--- config.mk ---
export PLATFORM = sky130hd
export DESIGN_NAME = led_strip_scheduler
export DESIGN_NICKNAME = d
export VERILOG_FILES = /design/src/rtl/led_strip_scheduler_pkg.sv /design/src/rtl/led_strip_scheduler_gap_timer.sv /design/src/rtl/led_strip_scheduler.sv
export SDC_FILE = /design/constraint.sdc
export NUM_CORES = 1
export LEC_CHECK = 0
export BUFFER_PORTS_ARGS = -buffer_cell sky130_fd_sc_hd__buf_2
export CAP_MARGIN = 20
export CORE_MARGIN = 5
export CORE_UTILIZATION = 41
export CTS_CLUSTER_DIAMETER = 40
export DETAILED_ROUTE_END_ITERATION = 10
export PLACE_DENSITY = 0.68
export REMOVE_ABC_BUFFERS = 1
export SLEW_MARGIN = 20
export SYNTH_ARGS = -nofsm -noshare
export SYNTH_HDL_FRONTEND = slang
export SYNTH_SLANG_ARGS = --single-unit
--- constraint.sdc ---
create_clock -name clk -period 1.9 [get_ports clk]
set_input_delay 0.38 -clock clk [delete_from_list [all_inputs] [get_ports clk]]
set_output_delay 0.38 -clock clk [all_outputs]
set_load 0.1 [all_outputs]
--- src/rtl/led_strip_scheduler_pkg.sv ---
// Shared definitions for the LED-strip frame scheduler.
//   LED_BITS  : GRB bits per LED, green MSB first
//   state_t   : frame sequencer states
//   pick_game : round-robin decision between the two requesters
package led_strip_scheduler_pkg;

    localparam int LED_BITS = 24;

    typedef enum logic [2:0] {
        ST_IDLE  = 3'd0,
        ST_LOAD  = 3'd1,
        ST_SEND  = 3'd2,
        ST_WAIT  = 3'd3,
        ST_NEXT  = 3'd4,
        ST_LATCH = 3'd5,
        ST_DONE  = 3'd6
    } state_t;

    // Game wins when it asks alone, or when both ask and idle had the last frame.
    function automatic logic pick_game(input logic req_game, input logic req_idle,
                                       input logic last_idle);
        return req_game && (!req_idle || last_idle);
    endfunction

endpackage

--- src/rtl/led_strip_scheduler_gap_timer.sv ---
// Loadable down-counter that times the latch (line-low) gap after a frame.
//   clk, clr : clock, asynchronous active-low reset
//   load     : reload to RESET_CYCLES-1
//   en       : count down by one (saturates at zero)
//   zero     : counter is at zero
module strip_gap_timer #(
    parameter int RESET_CYCLES = 2500
) (
    input  logic clk,
    input  logic clr,
    input  logic load,
    input  logic en,
    output logic zero
);

    localparam int CW = (RESET_CYCLES > 1) ? $clog2(RESET_CYCLES) : 1;

    logic [CW-1:0] cnt;

    always_ff @(posedge clk or negedge clr) begin
        if (!clr)                   cnt <= '0;
        else if (load)              cnt <= CW'(RESET_CYCLES - 1);
        else if (en && cnt != '0)   cnt <= cnt - 1'b1;
    end

    assign zero = (cnt == '0);

endmodule

--- src/rtl/led_strip_scheduler.sv ---
// Frame sequencer and round-robin arbiter for a shared GRB LED-strip encoder.
//   clk, clr            : clock, asynchronous active-low reset
//   req_game/req_idle   : level frame requests
//   gnt_game/gnt_idle   : grant, held for the whole frame
//   pix_game/pix_idle   : GRB value of LED pix_idx from each requester
//   pix_idx             : LED currently fetched
//   num_leds            : LEDs in the frame, sampled at frame start, clamped to MAX_LEDS
//   enc_start/enc_bit   : one-cycle start strobe and bit value to the encoder
//   enc_done            : encoder finished the current bit (only honoured in WAIT)
//   enc_latch           : encoder holds the line low for the latch gap
//   busy, frame_done    : frame in progress, end-of-frame pulse
module led_strip_scheduler
    import led_strip_scheduler_pkg::*;
#(
    parameter  int MAX_LEDS     = 8,
    parameter  int BITS_PER_LED = LED_BITS,
    parameter  int RESET_CYCLES = 2500,
    localparam int IDX_W        = (MAX_LEDS > 1) ? $clog2(MAX_LEDS) : 1,
    localparam int NUM_W        = IDX_W + 1
) (
    input  logic                    clk,
    input  logic                    clr,
    input  logic                    req_game,
    input  logic                    req_idle,
    output logic                    gnt_game,
    output logic                    gnt_idle,
    input  logic [BITS_PER_LED-1:0] pix_game,
    input  logic [BITS_PER_LED-1:0] pix_idle,
    output logic [IDX_W-1:0]        pix_idx,
    input  logic [NUM_W-1:0]        num_leds,
    output logic                    enc_start,
    output logic                    enc_bit,
    input  logic                    enc_done,
    output logic                    enc_latch,
    output logic                    busy,
    output logic                    frame_done
);

    localparam int BC_W = (BITS_PER_LED > 1) ? $clog2(BITS_PER_LED) : 1;

    state_t                  state_q, state_d;
    logic                    last_idle;      // idle requester owned the previous frame
    logic [NUM_W-1:0]        nleds;          // frame length, frozen at frame start
    logic [BITS_PER_LED-1:0] shreg;
    logic [BC_W-1:0]         bitcnt;
    logic [NUM_W-1:0]        nleds_in;
    logic                    req_any, win_game, last_pix;
    logic                    gap_load, gap_zero;

    assign req_any  = req_game | req_idle;
    assign win_game = pick_game(req_game, req_idle, last_idle);
    assign nleds_in = (num_leds > NUM_W'(MAX_LEDS)) ? NUM_W'(MAX_LEDS) : num_leds;
    // Only evaluated in NEXT, where nleds is known to be non-zero.
    assign last_pix = ({1'b0, pix_idx} == nleds - 1'b1);

    always_ff @(posedge clk or negedge clr) begin
        if (!clr) state_q <= ST_IDLE;
        else      state_q <= state_d;
    end

    always_comb begin
        state_d = state_q;
        case (state_q)
            ST_IDLE:  if (req_any) state_d = (nleds_in == '0) ? ST_LATCH : ST_LOAD;
            ST_LOAD:  state_d = ST_SEND;
            ST_SEND:  state_d = ST_WAIT;
            ST_WAIT:  if (enc_done) state_d = (bitcnt == '0) ? ST_NEXT : ST_SEND;
            ST_NEXT:  state_d = last_pix ? ST_LATCH : ST_LOAD;
            ST_LATCH: if (gap_zero) state_d = ST_DONE;
            ST_DONE:  state_d = ST_IDLE;
            default:  state_d = ST_IDLE;
        endcase
    end

    always_ff @(posedge clk or negedge clr) begin
        if (!clr) begin
            gnt_game  <= 1'b0;
            gnt_idle  <= 1'b0;
            last_idle <= 1'b1;
            nleds     <= '0;
            pix_idx   <= '0;
            shreg     <= '0;
            bitcnt    <= '0;
        end else begin
            case (state_q)
                ST_IDLE: if (req_any) begin
                    gnt_game <= win_game;
                    gnt_idle <= !win_game;
                    nleds    <= nleds_in;
                    pix_idx  <= '0;
                end
                ST_LOAD: begin
                    shreg  <= gnt_game ? pix_game : pix_idle;
                    bitcnt <= BC_W'(BITS_PER_LED - 1);
                end
                ST_WAIT: if (enc_done && bitcnt != '0) begin
                    shreg  <= shreg << 1;
                    bitcnt <= bitcnt - 1'b1;
                end
                ST_NEXT: if (!last_pix) pix_idx <= pix_idx + 1'b1;
                ST_DONE: begin
                    gnt_game  <= 1'b0;
                    gnt_idle  <= 1'b0;
                    last_idle <= gnt_idle;
                end
                default: ;
            endcase
        end
    end

    // Reload on every entry into LATCH so the gap is exactly RESET_CYCLES long.
    assign gap_load = (state_d == ST_LATCH) && (state_q != ST_LATCH);

    strip_gap_timer #(.RESET_CYCLES(RESET_CYCLES)) u_gap (
        .clk  (clk),
        .clr  (clr),
        .load (gap_load),
        .en   (state_q == ST_LATCH),
        .zero (gap_zero)
    );

    assign busy       = (state_q != ST_IDLE);
    assign enc_start  = (state_q == ST_SEND);
    // Masked outside SEND/WAIT so the line to the encoder reads 0 between frames.
    assign enc_bit    = shreg[BITS_PER_LED-1] & ((state_q == ST_SEND) || (state_q == ST_WAIT));
    assign enc_latch  = (state_q == ST_LATCH);
    assign frame_done = (state_q == ST_DONE);

endmodule

# [Word-level counts from Yosys, hierarchy flattened]
# Index checks and enable logic that the tools add are counted.
[op_classes] n_addsub=4 n_lt_le_gt_ge=1 eq_ne=12 muxes=22 bitwise=2 reduce_logical=23
[ops] op="$mux W24" count=2
[ops] op="$pmux W24 S2" count=1
[ops] op="$mux W12" count=2
[ops] op="$mux W3" count=8
[ops] op="$pmux W3 S6" count=1
[ops] op="$eq A3 B3 Y1 const B" count=4
[ops] op="$logic_not A12 Y1" count=1
[ops] op="$reduce_bool A12 Y1" count=1
[ops] op="$sub A12 B1 Y12 const B" count=1
[ops] op="$pmux W5 S2" count=1
[ops] op="$reduce_bool A2 Y1" count=4
[ops] op="$eq A3 B2 Y1 const B" count=2
[ops] op="$ne A2 B2 Y1 const B" count=3
[ops] op="$pmux W3 S2" count=1
[ops] op="$reduce_and A2 Y1" count=3
[ops] op="$logic_not A5 Y1" count=1
[ops] op="$mux W5" count=1
[ops] op="$reduce_bool A5 Y1" count=1
[ops] op="$sub A5 B1 Y5 const B" count=1
[ops] op="$eq A3 B4 Y1" count=1
[ops] op="$gt A4 B4 Y1 const B" count=1
[ops] op="$logic_and A1 B1 Y1" count=4
[ops] op="$logic_not A4 Y1" count=1
[ops] op="$mux W4" count=1
[ops] op="13 further kinds" count=17
[totals] ff_bits=54 output_inout_bits=10 wordCells=73

# [Longest topological paths before layout]
[depth] depth_word=9 ltp_mapped=9 mapped_depth_nobuf=7

# [Cells and area by module]
# Synthesis repeated with hierarchy kept, for this count alone.
[hier_totals] cells_unflattened=322 area_unflattened_um2=3149.3
[by_module_without_submodules] mod="led_strip_scheduler" instances=1 cells_each=247 area_per_inst_um2=2448.6 seq_area_each_um2=1052.3
[by_module_without_submodules] mod="strip_gap_timer" instances=1 cells_each=75 area_per_inst_um2=700.7 seq_area_each_um2=300.3

# [Worst setup path before layout]
# OpenSTA, ideal clock, no wires.
[synth_timing] path_type="register -> register" from="register state_q[2]" to="register last_idle" setup_time_ns=0.083 arrival_ns=2.361 path_slack_ns=-0.544 path_stages_with_launch=5 n_path_buf=1 cell_sequence="dfrtp_1 buf_2 nand2_1 nor2_1 mux2_2"
[synth_between] elab_chain_cells=1
[synth_rtl] element="from (decl)" line="led_strip_scheduler.sv:41" text="state_t state_q, state_d;"
[synth_rtl] element="from (signal assigned)" line="led_strip_scheduler.sv:58" text="else state_q <= state_d;"
[synth_rtl] element="$eq A3 B3 Y1"
[synth_rtl] element="named net frame_done" line="led_strip_scheduler.sv:36" text="output logic frame_done"
[synth_rtl] element="to (signal assigned)" line="led_strip_scheduler.sv:104" text="last_idle <= gnt_idle;"
[synth_rtl] element="to (decl)" line="led_strip_scheduler.sv:42" text="logic last_idle;"
# The timed path passes the listed nets, and every way through them passes these cells.
# A chain may end at the register's enable or synchronous reset.

# [Worst setup path in the final report]
[layout_timing] from="register u_gap.cnt[1]" to="register u_gap.cnt[0]"
[layout_between] elab_chain_cells=6
[layout_rtl] element="from (decl)" line="led_strip_scheduler_gap_timer.sv:18" text="logic [CW-1:0] cnt;"
[layout_rtl] element="from (signal assigned)" line="led_strip_scheduler_gap_timer.sv:22" text="else if (load) cnt <= CW'(RESET_CYCLES - 1);"
[layout_rtl] element="from (signal assigned)" line="led_strip_scheduler_gap_timer.sv:23" text="else if (en && cnt != '0) cnt <= cnt - 1'b1;"
[layout_rtl] element="$logic_not A12 Y1" line="led_strip_scheduler_gap_timer.sv:26" text="assign zero = (cnt == '0);"
[layout_rtl] element="$mux W3" line="led_strip_scheduler.sv:69" text="ST_LATCH: if (gap_zero) state_d = ST_DONE;"
[layout_rtl] element="$pmux W3 S6" line="led_strip_scheduler.sv:63" text="case (state_q)"
[layout_rtl] element="$eq A3 B3 Y1" line="led_strip_scheduler.sv:112" text="assign gap_load = (state_d == ST_LATCH) && (state_q != ST_LATCH);"
[layout_rtl] element="$logic_and A1 B1 Y1" line="led_strip_scheduler.sv:112"
[layout_rtl] element="$mux W12 / $reduce_bool A2 Y1 (equally long branches)"
# Parallel ways exist; a longest one is shown, timed or not.

==> impl_metrics.tcl <==
set metrics [dict create \
    die_w_um 95.2 \
    hold_violations 0 \
    worst_setup_path_end_kind "register" \
    skew_ns 0.00341 \
    p_sw_frac 0.209 \
    min_period_over_period 1.03 \
    clkTransAtPathRegs_ns 0.09 \
    ctsRootBufferMaster "clkbuf_8" \
    critPathSlowestCell "or4b_4" \
    worstReg2RegStart "u_gap.cnt[1]$_DFFE_PN0P_" \
    synthArstFlopShare 1.00 \
    synth_common_cells "53 x dfrtp_1, 50 x nand2_1, 27 x mux2i_1" \
    rsz0062_at_grt "true" \
    yosys.area.top_type_share 0.445 \
    rows 31 \
    worstMarginPinSlew_ns 0.528 \
    fin_total_pwr_mw 2.02 \
    fin_nets 444 \
    grt_pass1_vias 2427 \
    coreArea_sq_um 7180 \
    cts_buffers 5 \
    path_cells "inv_2 -> ha_1 -> or4b_4 -> or3_4 -> o21ai_4 -> xnor2_1 -> nand2_1" \
    drcViolationCount 0 \
    io_buffers 66 \
    pwr-share-seq 0.570 \
    p_comb_frac 0.053 \
    pre_cts_ws_ns -0.0771 \
    required_ns 2.09 \
    synth_area_per_cell_sq_um 10.3 \
    peakVddDrop_v 0.000257 \
    ios 67 \
    gp_congestion 0.775 \
    reg2reg_depth 7 \
    slew_violations 0 \
    h-tree-depth 2 \
    holdBufCountCts 0 \
    area.growth.synth_to_final_pct 30.9 \
    wl_per_cell_um 13.1 \
    internal_power_mw 1.60 \
    drv_cap 0 \
    totalWireLength_um 6320 \
    min_path_type "in -> async" \
    synth-seq-cells 54 \
    via_per_inst 5.05 \
    run_status "finished with violations" \
    start_util 0.415 \
    ant_nets 0 \
    power_density_nw_per_um2 517 \
    max_freq_ghz 0.513 \
    yosysTopAreaCell "dfrtp_1" \
    groute.usage.overall 0.149 \
    yosysMostFrequentCell "dfrtp_1" \
    final_cell_area_sq_um 3900 \
    die_area_sq_um 9070 \
    violations "negative setup slack" \
    utilization 0.543 \
    rr_endpoint "u_gap.cnt[0]$_DFFE_PN0P_" \
    arrival_ns 2.14 \
    drive_gt1_frac 0.414 \
    diodes 0 \
    antenna_found_initial 0 \
    hold_slack_ns 0.0555 \
    setup_viol 4 \
    leakage_nw 1.78 \
    grt_pass1_wl_um 10800 \
    syn_inst 290 \
    path_class "reg -> reg" \
    placed_cell_area_sq_um 3680 \
    clock-sinks 54 \
    worst_setup_path_start_kind "register" \
    die_y_um 95.2 \
    worst-r2r-setup-slack_ns -0.05 \
    first_pass_iters 4 \
    yosysWarnings 0 \
    grt_overflow_total 0 \
    cts_buffer_depth 2 \
    switchingPower_mw 0.421 \
    path_max_fanout 5 \
    min_period_ns 1.95 \
    ys.flop_type "dfrtp_1" \
    yosys-top-cells-area "dfrtp_1 45%, mux2i_1 9.1%, o221a_2 9.1%" \
    relSlewSlack 0.650 \
    synth_cell_type_count 46 \
    seq_area_frac_synth 0.454 \
    cts_tree "done" \
    grt_start_max_net_pins 55 \
    vias 2429 \
    synth-edff-count 0 \
    drt-initial-drc-count 76 \
    insertion_delay_ns 0.31 \
    netlist_area_sq_um 2980 \
    slowest_delay_ns 0.48 \
    fin_ws_ns -0.0493 \
    place_hpwl_um 4660 \
    power_frac_clock 0.377 \
]
==> what timing repair did <==
item / CTS / global route
endpoints found under the hold margin: 0 / 0
pin swaps: 6 / 9
setup endpoints to repair: 12 / 39
resized for setup: 8 / 6
setup buffers: 4 / 5
==> kinds of logic (layout without fill, tap and decap cells) <==
group | Yosys count | after routing | share of synthesized area
multiplexers | 29 | 29 | 0.0983
buffers and inverters | 28 | 120 | 0.0387
adder cells (fa/ha/maj) | 6 | 6 | 0.0252
XOR/XNOR | 13 | 13 | 0.0382
AO/OA/AOI/OAI | 55 | 55 | 0.166
AND/OR/NAND/NOR | 105 | 105 | 0.179
flip-flops | 54 | 54 | 0.454
==> metrics by stage <==
stage	TNS, ns	instances
2_1_floorplan	-17.14	275
3_3_place_gp	-0.172	464
3_5_place_dp	-0.360	464
4_1_cts	-0.105	476
5_1_grt	-1.56	481
6_report	-0.0961	481
==> sequential cells by signal, summed over array words and instances (netlist names) <==
signal,cells
shreg,24
u_gap.cnt,12
bitcnt,5
nleds,4
pix_idx,3
state_q,3
gnt_game,1
gnt_idle,1
last_idle,1
==> layout by cell type, fill, tap and decap left out, types with 3 or more instances in the layout <==
cell type	instances
buf_2	60
dfrtp_1	51
nand2_1	50
buf_4	29
mux2i_1	27
o221a_2	24
nor2_1	17
inv_1	10
o21ai_0	10
buf_12	9
xor2_1	8
ha_1	6
a21oi_1	5
xnor2_1	5
clkbuf_8	5
nand3b_1	4
nand2b_1	4
or3_1	3
a211o_1	3
nand3_1	3
==> critical path, delay by kind of cell, from the launching register on <==
family	cells	cell delay [ns]
adder cells (fa/ha/maj)	1	0.12
AO/OA/AOI/OAI	1	0.17
AND/OR/NAND/NOR	3	0.94
flip-flops	1	0.41
buffers and inverters	1	0.06
XOR/XNOR	1	0.14
==> area by class of cell <==
cell class,count,area [sq um]
Inverter,13,52.6
Multi-Input combinational cell,208,1560
Sequential cell,54,1360
Tap cell,99,124
Clock buffer,5,68.8
Timing Repair Buffer,99,703
Clock inverter,3,40.0
Fill cell,649,3280
==> worst max-delay path by stage <==
stage	startpoint	to	slack (ns)	depth (start not counted)
finish	u_gap.cnt[1]$_DFFE_PN0P_	u_gap.cnt[0]$_DFFE_PN0P_	-0.05	7
detailed placement	u_gap.cnt[1]$_DFFE_PN0P_	u_gap.cnt[0]$_DFFE_PN0P_	-0.08	7
CTS	u_gap.cnt[1]$_DFFE_PN0P_	u_gap.cnt[0]$_DFFE_PN0P_	-0.06	7
global placement	u_gap.cnt[0]$_DFFE_PN0P_	u_gap.cnt[0]$_DFFE_PN0P_	-0.05	7
floorplan	state_q[1]$_DFF_PN0_	last_idle$_DFFE_PN1P_	-0.54	3
global route	u_gap.cnt[0]$_DFFE_PN0P_	u_gap.cnt[6]$_DFFE_PN0P_	-0.15	7
==> power groups by stage <==
stage | Combinational (mW) | Sequential [mW] | Clock, mW
after floorplan | 0.0202 | 1.17 | 0
after CTS | 0.110 | 1.15 | 0.785
after detailed placement | 0.110 | 1.17 | 0
after global placement | 0.108 | 1.17 | 0
final | 0.107 | 1.15 | 0.759
after global routing | 0.123 | 1.15 | 0.825
==> per-layer routing <==
metal	vias up	share of wire	routed length, um	track usage
li1	1221	-	-	-
met5	-	0	0	0
met1	1139	0.46	2920	0.196
met3	6	0.057	357	0.0339
met2	63	0.47	2960	0.241
met4	0	0.013	79	0.0481
Power figures use the tool's default switching activity.
